### src/rtl/muldiv_unit.sv
// Iterative HI/LO multiply/divide unit: 33-cycle shift-add multiply and restoring divide, plus MTHI/MTLO.
// Latency 33 cycles from acceptance to the done pulse; starts are ignored while busy.
module muldiv_unit (
  input  logic        clk,
  input  logic        rst_n,
  input  logic [2:0]  op,
  input  logic        start,
  input  logic [31:0] a,
  input  logic [31:0] b,
  output logic        busy,
  output logic        done,
  output logic [31:0] hi,
  output logic [31:0] lo
);

  localparam logic [2:0] OP_MULT  = 3'b001;
  localparam logic [2:0] OP_MULTU = 3'b010;
  localparam logic [2:0] OP_DIV   = 3'b011;
  localparam logic [2:0] OP_DIVU  = 3'b100;
  localparam logic [2:0] OP_MTHI  = 3'b101;
  localparam logic [2:0] OP_MTLO  = 3'b110;

  typedef enum logic [1:0] {IDLE, MUL, DIV, FIX} state_t;

  state_t      state;
  logic [4:0]  cnt;
  logic [63:0] acc;
  logic [31:0] opb;
  logic        is_div;
  logic        neg_lo;
  logic        neg_hi;

  logic        signed_op;
  logic        div_op;
  logic        b_zero;
  logic [31:0] mag_a;
  logic [31:0] mag_b;
  logic [32:0] mul_sum;
  logic [32:0] div_sh;
  logic [32:0] div_diff;
  logic [63:0] mul_res;
  logic [31:0] quo;
  logic [31:0] rem;

  // A zero divisor keeps a unsigned so hi ends up holding the raw dividend.
  always_comb begin
    signed_op = (op == OP_MULT) || (op == OP_DIV);
    div_op    = (op == OP_DIV) || (op == OP_DIVU);
    b_zero    = (b == 32'd0);
    mag_a     = (signed_op && a[31] && !(div_op && b_zero)) ? -a : a;
    mag_b     = (signed_op && b[31]) ? -b : b;
    mul_sum   = {1'b0, acc[63:32]} + {1'b0, (acc[0] ? opb : 32'd0)};
    div_sh    = acc[63:31];
    div_diff  = div_sh - {1'b0, opb};
    mul_res   = neg_lo ? -acc : acc;
    quo       = neg_lo ? -acc[31:0] : acc[31:0];
    rem       = neg_hi ? -acc[63:32] : acc[63:32];
  end

  always_ff @(posedge clk or negedge rst_n) begin
    if (!rst_n) begin
      state  <= IDLE;
      cnt    <= 5'd0;
      acc    <= 64'd0;
      opb    <= 32'd0;
      is_div <= 1'b0;
      neg_lo <= 1'b0;
      neg_hi <= 1'b0;
      busy   <= 1'b0;
      done   <= 1'b0;
      hi     <= 32'd0;
      lo     <= 32'd0;
    end else begin
      done <= 1'b0;
      case (state)
        IDLE: begin
          if (start) begin
            case (op)
              OP_MULT, OP_MULTU: begin
                acc    <= {32'd0, mag_b};
                opb    <= mag_a;
                is_div <= 1'b0;
                neg_lo <= signed_op && (a[31] ^ b[31]);
                neg_hi <= 1'b0;
                cnt    <= 5'd0;
                busy   <= 1'b1;
                state  <= MUL;
              end
              OP_DIV, OP_DIVU: begin
                acc    <= {32'd0, mag_a};
                opb    <= mag_b;
                is_div <= 1'b1;
                neg_lo <= signed_op && (a[31] ^ b[31]) && !b_zero;
                neg_hi <= signed_op && a[31] && !b_zero;
                cnt    <= 5'd0;
                busy   <= 1'b1;
                state  <= DIV;
              end
              OP_MTHI: hi <= a;
              OP_MTLO: lo <= a;
              default: ;
            endcase
          end
        end
        MUL: begin
          acc <= {mul_sum, acc[31:1]};
          cnt <= cnt + 5'd1;
          if (cnt == 5'd31) state <= FIX;
        end
        DIV: begin
          // Restoring step: keep the trial difference only when it did not borrow.
          if (!div_diff[32]) acc <= {div_diff[31:0], acc[30:0], 1'b1};
          else               acc <= {div_sh[31:0], acc[30:0], 1'b0};
          cnt <= cnt + 5'd1;
          if (cnt == 5'd31) state <= FIX;
        end
        FIX: begin
          if (is_div) begin
            hi <= rem;
            lo <= quo;
          end else begin
            hi <= mul_res[63:32];
            lo <= mul_res[31:0];
          end
          done  <= 1'b1;
          busy  <= 1'b0;
          cnt   <= 5'd0;
          state <= IDLE;
        end
        default: state <= IDLE;
      endcase
    end
  end

endmodule
### config.mk
export PLATFORM = sky130hd
export DESIGN_NAME = muldiv_unit
export DESIGN_NICKNAME = d
export VERILOG_FILES = /design/src/rtl/muldiv_unit.sv
export SDC_FILE = /design/constraint.sdc
export NUM_CORES = 1
export LEC_CHECK = 0
export CORE_AREA = 2 2 177 179
export DETAILED_ROUTE_END_ITERATION = 10
export DIE_AREA = 0 0 179 181
export PLACE_DENSITY_LB_ADDON = 0.1
export SLEW_MARGIN = 10
export SYNTH_ARGS = -nofsm -noshare
export SYNTH_HDL_FRONTEND = slang
export SYNTH_SLANG_ARGS = --single-unit
### constraint.sdc
create_clock -name clk -period 2.8 [get_ports clk]
set_input_delay 0.7 -clock clk [delete_from_list [all_inputs] [get_ports clk]]
set_output_delay 0.7 -clock clk [all_outputs]
set_load 0.02 [all_outputs]
==> metrics.cfg, run 1 <==
[outcome]
status = finished, violations left
violations = setup timing

[cts]
cts-root-buf = clkbuf_16
cts_tree = built
clkSinkCount = 172
cts_max_level = 4
cts_buffer_depth = 2
cts_buffers = 17
holdBufCountCts = 0
clk_pin_slew_ns = 0.08
insertion_delay_ns = 0.47

[timing]
setup_tns_ns = -11.13
drv_slew = 0
finalCritPeriodShare_pct = 112
min_period_ns = 3.15
hold_viol_final = 0
slew_headroom_pct = 35.8
rsz0062_at_grt = yes
fmax_mhz = 318
setup_ws_ns = -0.349
worstMarginPinSlew_ns = 0.960
skew_ns = 0.0158
whs_ns = 0.176
setup_viol = 60

[place]
place_area_um2 = 20500
detailedPlace.worstSlack_ns = -0.828
port_buffers = 135
dp_hpwl_mm = 53.1
dp_cells = 2808
gp_congestion = 1.05

[cells_and_area]
nNetsFinal = 2626
final_area_um2 = 22900
final_util_pct = 75.3
area_growth_syn_to_layout_pct = 52.5
fillerInstances = 2286
drive_above_1_share_pct = 33.7
multi_input_area_um2 = 11400
diodes = 0
final_cells = 2889
seq_area_um2 = 4310

[setup_path]
cp_max_fo = 12
crit_type = register to register
cp.arrival_ns = 3.50
end_kind = register
crit_required_ns = 3.16
crit_path_start_kind = register

[synth]
synthFlopType = dfrtp_1
synth_area_leaders = dfrtp_1, ha_1, nand2_1
synthArstFlopShare_pct = 100
syn_area_per_cell_um2 = 7.92
yosysMostFrequentCell = nand2_1
synth_warnings = 0
synth-seq-cells = 172
synth_cell_types = 90
ys_seq_area_share_pct = 28.7
synth_fp_nets = 2040
syn_area_um2 = 15000
synth_commonest_cells = nand2_1, dfrtp_1, o21ai_0, a21oi_1, nor2_1
synth_top_area_share_pct = 28.7
synth_top_area_cell = dfrtp_1
syn_inst = 1894
synth_enable_flop_cells = 0

[route]
antenna_left = 0
wl_per_cell_um = 24.3
drc = 0
vias = 18000
routed_wl_mm = 70.2
drt_first_iter_violations = 2200
dr.pass1.iters = 8
avgViaCountPerCell = 6.24

[die]
die_x_um = 179
ios = 136
die_y_um = 181
row_count = 64
die_area_um2 = 32400
start_util_pct = 49.4
core_area_um2 = 30300

[global_routing]
grt_max_degree = 65
gr-total-overflow = 0
antenna_found_initial = 0
grt_pass1_wl_mm = 102
grt_util_all_layers_pct = 42.2
grt_pass1_vias = 17200

[min_path]
hp-class = primary input to async pin

[flow_run]
drv_cap = 0

[pwr]
power_leakage_nw = 10.5
ir_worst_vdd_uv = 965
design_power_total_mw = 27.7
p_per_area_nw_per_um2 = 1210

## registers in the layout, summed over array words and instances (netlist names)
name,count
acc,64
busy,1
cnt,5
done,1
hi,32
is_div,1
lo,32
neg_hi,1
neg_lo,1
opb,32
state,2
## cell families (layout without fill, tap and decap cells)
group	count (synthesis)	count (layout)	share of synthesized area (%)
flip-flops	172	172	28.7
multiplexers	34	34	2.29
adder cells (fa/ha/maj)	76	76	6.44
AO/OA/AOI/OAI	641	642	27.7
buffers and inverters	172	769	4.56
XOR/XNOR	173	173	10.1
AND/OR/NAND/NOR	626	627	20.2
## layout by cell type, fill, tap and decap left out, types with 19 or more instances in the layout
| cell type | n |
|---|---|
| buf_4 | 482 |
| xor2_1 | 78 |
| buf_6 | 36 |
| and3_1 | 26 |
| o21ai_0 | 97 |
| nand3_1 | 55 |
| buf_12 | 21 |
| a21oi_2 | 25 |
| clkdlybuf4s50_1 | 114 |
| a31oi_1 | 19 |
| a21o_1 | 30 |
| nand2b_1 | 22 |
| a22o_1 | 31 |
| xnor2_1 | 67 |
| a22oi_1 | 26 |
| ha_1 | 61 |
| inv_1 | 52 |
| nor2_1 | 124 |
| nor3_1 | 32 |
| dfrtp_1 | 166 |
| o21ai_1 | 79 |
| a21oi_1 | 136 |
| mux2i_1 | 31 |
| o221ai_1 | 23 |
| nand2_1 | 220 |
## power breakdown
group | leakage, nW | internal, mW | switching (mW) | total [mW]
registers | 2.19 | 3.58 | 0.870 | 4.45
logic | 8.03 | 9.22 | 11.4 | 20.6
clock network | 0.299 | 1.46 | 1.16 | 2.62
## final cells by class
type / count / area share, %
flip-flops and latches: 172 / 18.9
clock inverters: 12 / 0.706
repair buffers: 673 / 25.3
clock buffers: 20 / 2.00
inverters: 64 / 1.07
multi-input cells: 1552 / 49.9
well taps: 396 / 2.17
## layer usage
| layer | up-vias | GRT usage [%] | share of wire [%] |
|---|---|---|---|
| met5 | - | 0 | 0 |
| met4 | 0 | 21.3 | 6.0 |
| met3 | 249 | 11.4 | 12 |
| met2 | 1156 | 63.9 | 43 |
| met1 | 8580 | 55.0 | 39 |
| li1 | 8050 | - | - |
## path summary, 6_finish.rpt
path                          from      end  slack (ns)  cells after the start
max in group asynchronous    rst_n   acc[0]        1.90                      2
min                          rst_n  acc[43]        0.18                      1
max                        opb[13]  acc[63]       -0.35                     13
min reg2reg                 lo[14]   lo[14]        0.48                      1
max reg2reg                opb[13]  acc[63]       -0.35                     13
min in group clk            lo[14]   lo[14]        0.48                      1
## critical path: stages, from the launching register on
cell and delay, ns:
dfrtp_1 0.40, inv_2 0.14, ha_4 0.22, and3_4 0.20, and4_1 0.21, o211a_1 0.16
or3_4 0.40, or3_4 0.35, buf_6 0.13, a21oi_4 0.23, nor2_8 0.08, buf_12 0.16
o21a_1 0.17, a21o_1 0.17
## what timing repair did
item / 4_1_cts / 5_1_grt
setup endpoints to repair: 133 / 131
gates resized for setup: 186 / 182
hold endpoints to repair: 0 / 0
gates cloned: 1 / 1
pin swaps: 77 / 118
buffers inserted: 26 / 27
Note: power is estimated with default switching activity, not from simulation.
==> run 2: changes to the inputs <==
--- a/config.mk
+++ b/config.mk
@@ -5,10 +5,12 @@
 export SDC_FILE = /design/constraint.sdc
 export NUM_CORES = 1
 export LEC_CHECK = 0
-export CORE_AREA = 2 2 177 179
+export ABC_AREA = 1
+export CORE_AREA = 2 2 197 199
 export DETAILED_ROUTE_END_ITERATION = 10
-export DIE_AREA = 0 0 179 181
+export DIE_AREA = 0 0 199 201
 export PLACE_DENSITY_LB_ADDON = 0.1
+export SKIP_LAST_GASP = 1
 export SLEW_MARGIN = 10
 export SYNTH_ARGS = -nofsm -noshare
 export SYNTH_HDL_FRONTEND = slang
==> metrics.cfg, run 2 <==
[timing]
fmax_mhz = 365  ; was 318 MHz
min_period_ns = 2.74  ; was 3.15 ns
setup_ws_ns = 0.0635  ; was -0.349 ns
rsz0062_at_grt = yes  ; unchanged
hold_viol_final = 0  ; unchanged
slew_headroom_pct = 48.4  ; was 35.8%
whs_ns = 0.242  ; was 0.176 ns
worstMarginPinSlew_ns = 0.773  ; was 0.960 ns
setup_viol = 0  ; was 60
finalCritPeriodShare_pct = 97.7  ; was 112%
setup_tns_ns = 0  ; was -11.13 ns
skew_ns = 0.0188  ; was 0.0158 ns
drv_slew = 0  ; unchanged

[synth]
synth_commonest_cells = nand2_1, nor2_1, inv_1, nand3_1, dfrtp_1  ; was nand2_1, dfrtp_1, o21ai_0, a21oi_1, nor2_1
syn_inst = 3216  ; was 1894
synthArstFlopShare_pct = 100  ; unchanged
synthXorXnorAreaFrac_pct = 2.58  ; was 10.1%
syn_area_um2 = 18700  ; was 15000 µm²
synth_top_family_by_area = simple AND/OR/NAND/NOR gates  ; was compound AO/OA/AOI/OAI gates
synth_warnings = 0  ; unchanged
synth-seq-cells = 172  ; unchanged
synth_compound_area_share_pct = 15.1  ; was 27.7%
synth_area_leaders = dfrtp_1, nand2_1, nand3_1  ; was dfrtp_1, ha_1, nand2_1
synth_cell_types = 54  ; was 90
synth_top_area_share_pct = 23.1  ; was 28.7%
synth-simple-area-share_pct = 43.4  ; was 20.2%
synth_fa_ha_area_share_pct = 5.17  ; was 6.44%
synth_enable_flop_cells = 0  ; unchanged
synth_top_area_cell = dfrtp_1  ; unchanged
syn_area_per_cell_um2 = 5.81  ; was 7.92 µm²
yosysMostFrequentCell = nand2_1  ; unchanged
ys_seq_area_share_pct = 23.1  ; was 28.7%
synthFlopType = dfrtp_1  ; unchanged
synth_fp_nets = 3362  ; was 2040
synthMuxAreaShare_pct = 0  ; was 2.29%

[cts]
clk_pin_slew_ns = 0.08  ; about the same
cts-root-buf = clkbuf_16  ; unchanged
clkSinkCount = 172  ; unchanged
cts_tree = built  ; unchanged
cts_buffers = 17  ; unchanged
cts_resized = 0  ; was 186
insertion_delay_ns = 0.49  ; was 0.47 ns
cts_buffer_depth = 2  ; unchanged
postCtsSetupRepairBufs = 0  ; was 26
holdBufCountCts = 0  ; unchanged
cts_max_level = 4  ; unchanged

[route]
routed_wl_mm = 92.3  ; was 70.2 mm
drt_first_iter_violations = 2861  ; was 2200
antenna_left = 0  ; unchanged
dr.pass1.iters = 6  ; was 8
drc = 0  ; unchanged
avgViaCountPerCell = 5.96  ; was 6.24
vias = 24300  ; was 18000
wl_per_cell_um = 22.7  ; was 24.3 µm

[cells_and_area]
nNetsFinal = 3680  ; was 2626
largest_reg_flops = 64  ; unchanged
final_area_um2 = 23100  ; was 22900 µm²
final_common_cell = nand2_1  ; was buf_4
layout_common_cells = nand2_1, nor2_1, inv_1  ; was buf_4, nand2_1, dfrtp_1
final_cells = 4068  ; was 2889
final_util_pct = 60.6  ; was 75.3%
area_growth_syn_to_layout_pct = 23.7  ; was 52.5%
drive_above_1_share_pct = 11.6  ; was 33.7%
regMostFlops = acc  ; unchanged

[pwr]
ir_worst_vdd_uv = 769  ; was 965 µV
design_power_total_mw = 27.6  ; was 27.7 mW
comb_power_share_pct = 73.5  ; was 74.4%
p_int_mw = 11.6  ; was 14.3 mW
switchingPower_mw = 16.0  ; was 13.4 mW
p_sw_share_pct = 57.9  ; was 48.4%
p_seq_share_pct = 17.4  ; was 16.1%
power_frac_clock_pct = 9.1  ; was 9.5%
p_per_area_nw_per_um2 = 1190  ; was 1210 nW/µm²
power_leakage_nw = 12.1  ; was 10.5 nW

[global_routing]
gr-total-overflow = 0  ; unchanged
grt_max_degree = 63  ; was 65
grt_most_used_layer = met2  ; unchanged
grt_pass1_wl_mm = 138  ; was 102 mm
grt_use_met2_pct = 71.0  ; was 63.9%
gr-usage-met1_pct = 54.8  ; was 55.0%
antenna_found_initial = 1  ; was 0
grt_pass1_vias = 23300  ; was 17200
grt_util_all_layers_pct = 46.5  ; was 42.2%
use_met3_pct = 10.5  ; was 11.4%

[place]
dp_hpwl_mm = 74.6  ; was 53.1 mm
port_buffers = 135  ; unchanged
place_area_um2 = 22400  ; was 20500 µm²
detailedPlace.worstSlack_ns = -0.215  ; was -0.828 ns
dp_cells = 4033  ; was 2808
gp_congestion = 1.08  ; was 1.05

[setup_path]
r2r_slack_ns = 0.06  ; was -0.35 ns
end_kind = register  ; unchanged
cp.arrival_ns = 3.12  ; was 3.50 ns
crit_path_start_kind = register  ; unchanged
crit_type = register to register  ; unchanged
cp_max_fo = 21  ; was 12
crit_required_ns = 3.18  ; was 3.16 ns

[die]
row_count = 72  ; was 64
die_x_um = 199  ; was 179 µm
start_util_pct = 49.0  ; was 49.4%
die_y_um = 201  ; was 181 µm
core_area_um2 = 38100  ; was 30300 µm²
die_area_um2 = 40000  ; was 32400 µm²
ios = 136  ; unchanged

[min_path]
hp-class = primary input to async pin  ; unchanged

[outcome]
status = completed  ; was finished, violations left

[flow_run]
drv_cap = 0  ; unchanged

[run 2: logic make-up after synthesis]
family / count (synthesis)
compound gates: 482
xor+xnor: 55
flops: 172
simple gates: 1927
fa+ha+maj: 76
buf+inv: 504
[run 2: layer usage]
| metal | vias up | share of wire, % | wire (µm) |
|---|---|---|---|
| li1 | 11100 | - | - |
| met1 | 11200 | 36 | 33200 |
| met2 | 1582 | 43 | 39900 |
| met3 | 422 | 10 | 9650 |
| met4 | 0 | 10 | 9570 |
| met5 | - | 0 | 0 |
[run 2: critical path, cell delays in order, from the launching register on]
cell and delay (ns):
dfrtp_1 0.43, buf_6 0.19, nand2_1 0.09, inv_1 0.10
ha_1 0.36, buf_4 0.24, nand2_1 0.16, nor2_2 0.21
buf_4 0.18, nand2_1 0.08, nor2_1 0.12, nand2_1 0.08
nand2_1 0.07, nand2_1 0.04, nand3_1 0.10, nand2_1 0.07
nand2_1 0.05, nand2_1 0.05
[run 2: final timing paths]
kind                        start  endpoint  depth (start not counted)
min                         rst_n    cnt[3]                          1
min in group clk           lo[22]    lo[22]                          2
max                        acc[0]   acc[61]                         17
min reg2reg                lo[22]    lo[22]                          2
max reg2reg                acc[0]   acc[61]                         17
max in group asynchronous   rst_n   opb[10]                          2
[run 2: power groups by stage]
stage                     combinational (mW)  clock [mW]  sequential (mW)
after global placement                  18.9           0             4.74
after CTS                               19.3        2.51             4.72
after detailed placement                19.2           0             4.76
final                                   20.3        2.51             4.81
after global routing                    21.7        2.60             4.86
after floorplan                         11.0           0             4.92
[run 2: cell type report]
type | count | area [µm²]
Sequential cell | 172 | 4310
Clock buffer | 17 | 425
Clock inverter | 15 | 161
Inverter | 399 | 1500
Fill cell | 3851 | 15000
Tap cell | 518 | 648
Timing Repair Buffer | 404 | 3550
Antenna cell | 3 | 7.51
Multi-Input combinational cell | 2540 | 12500
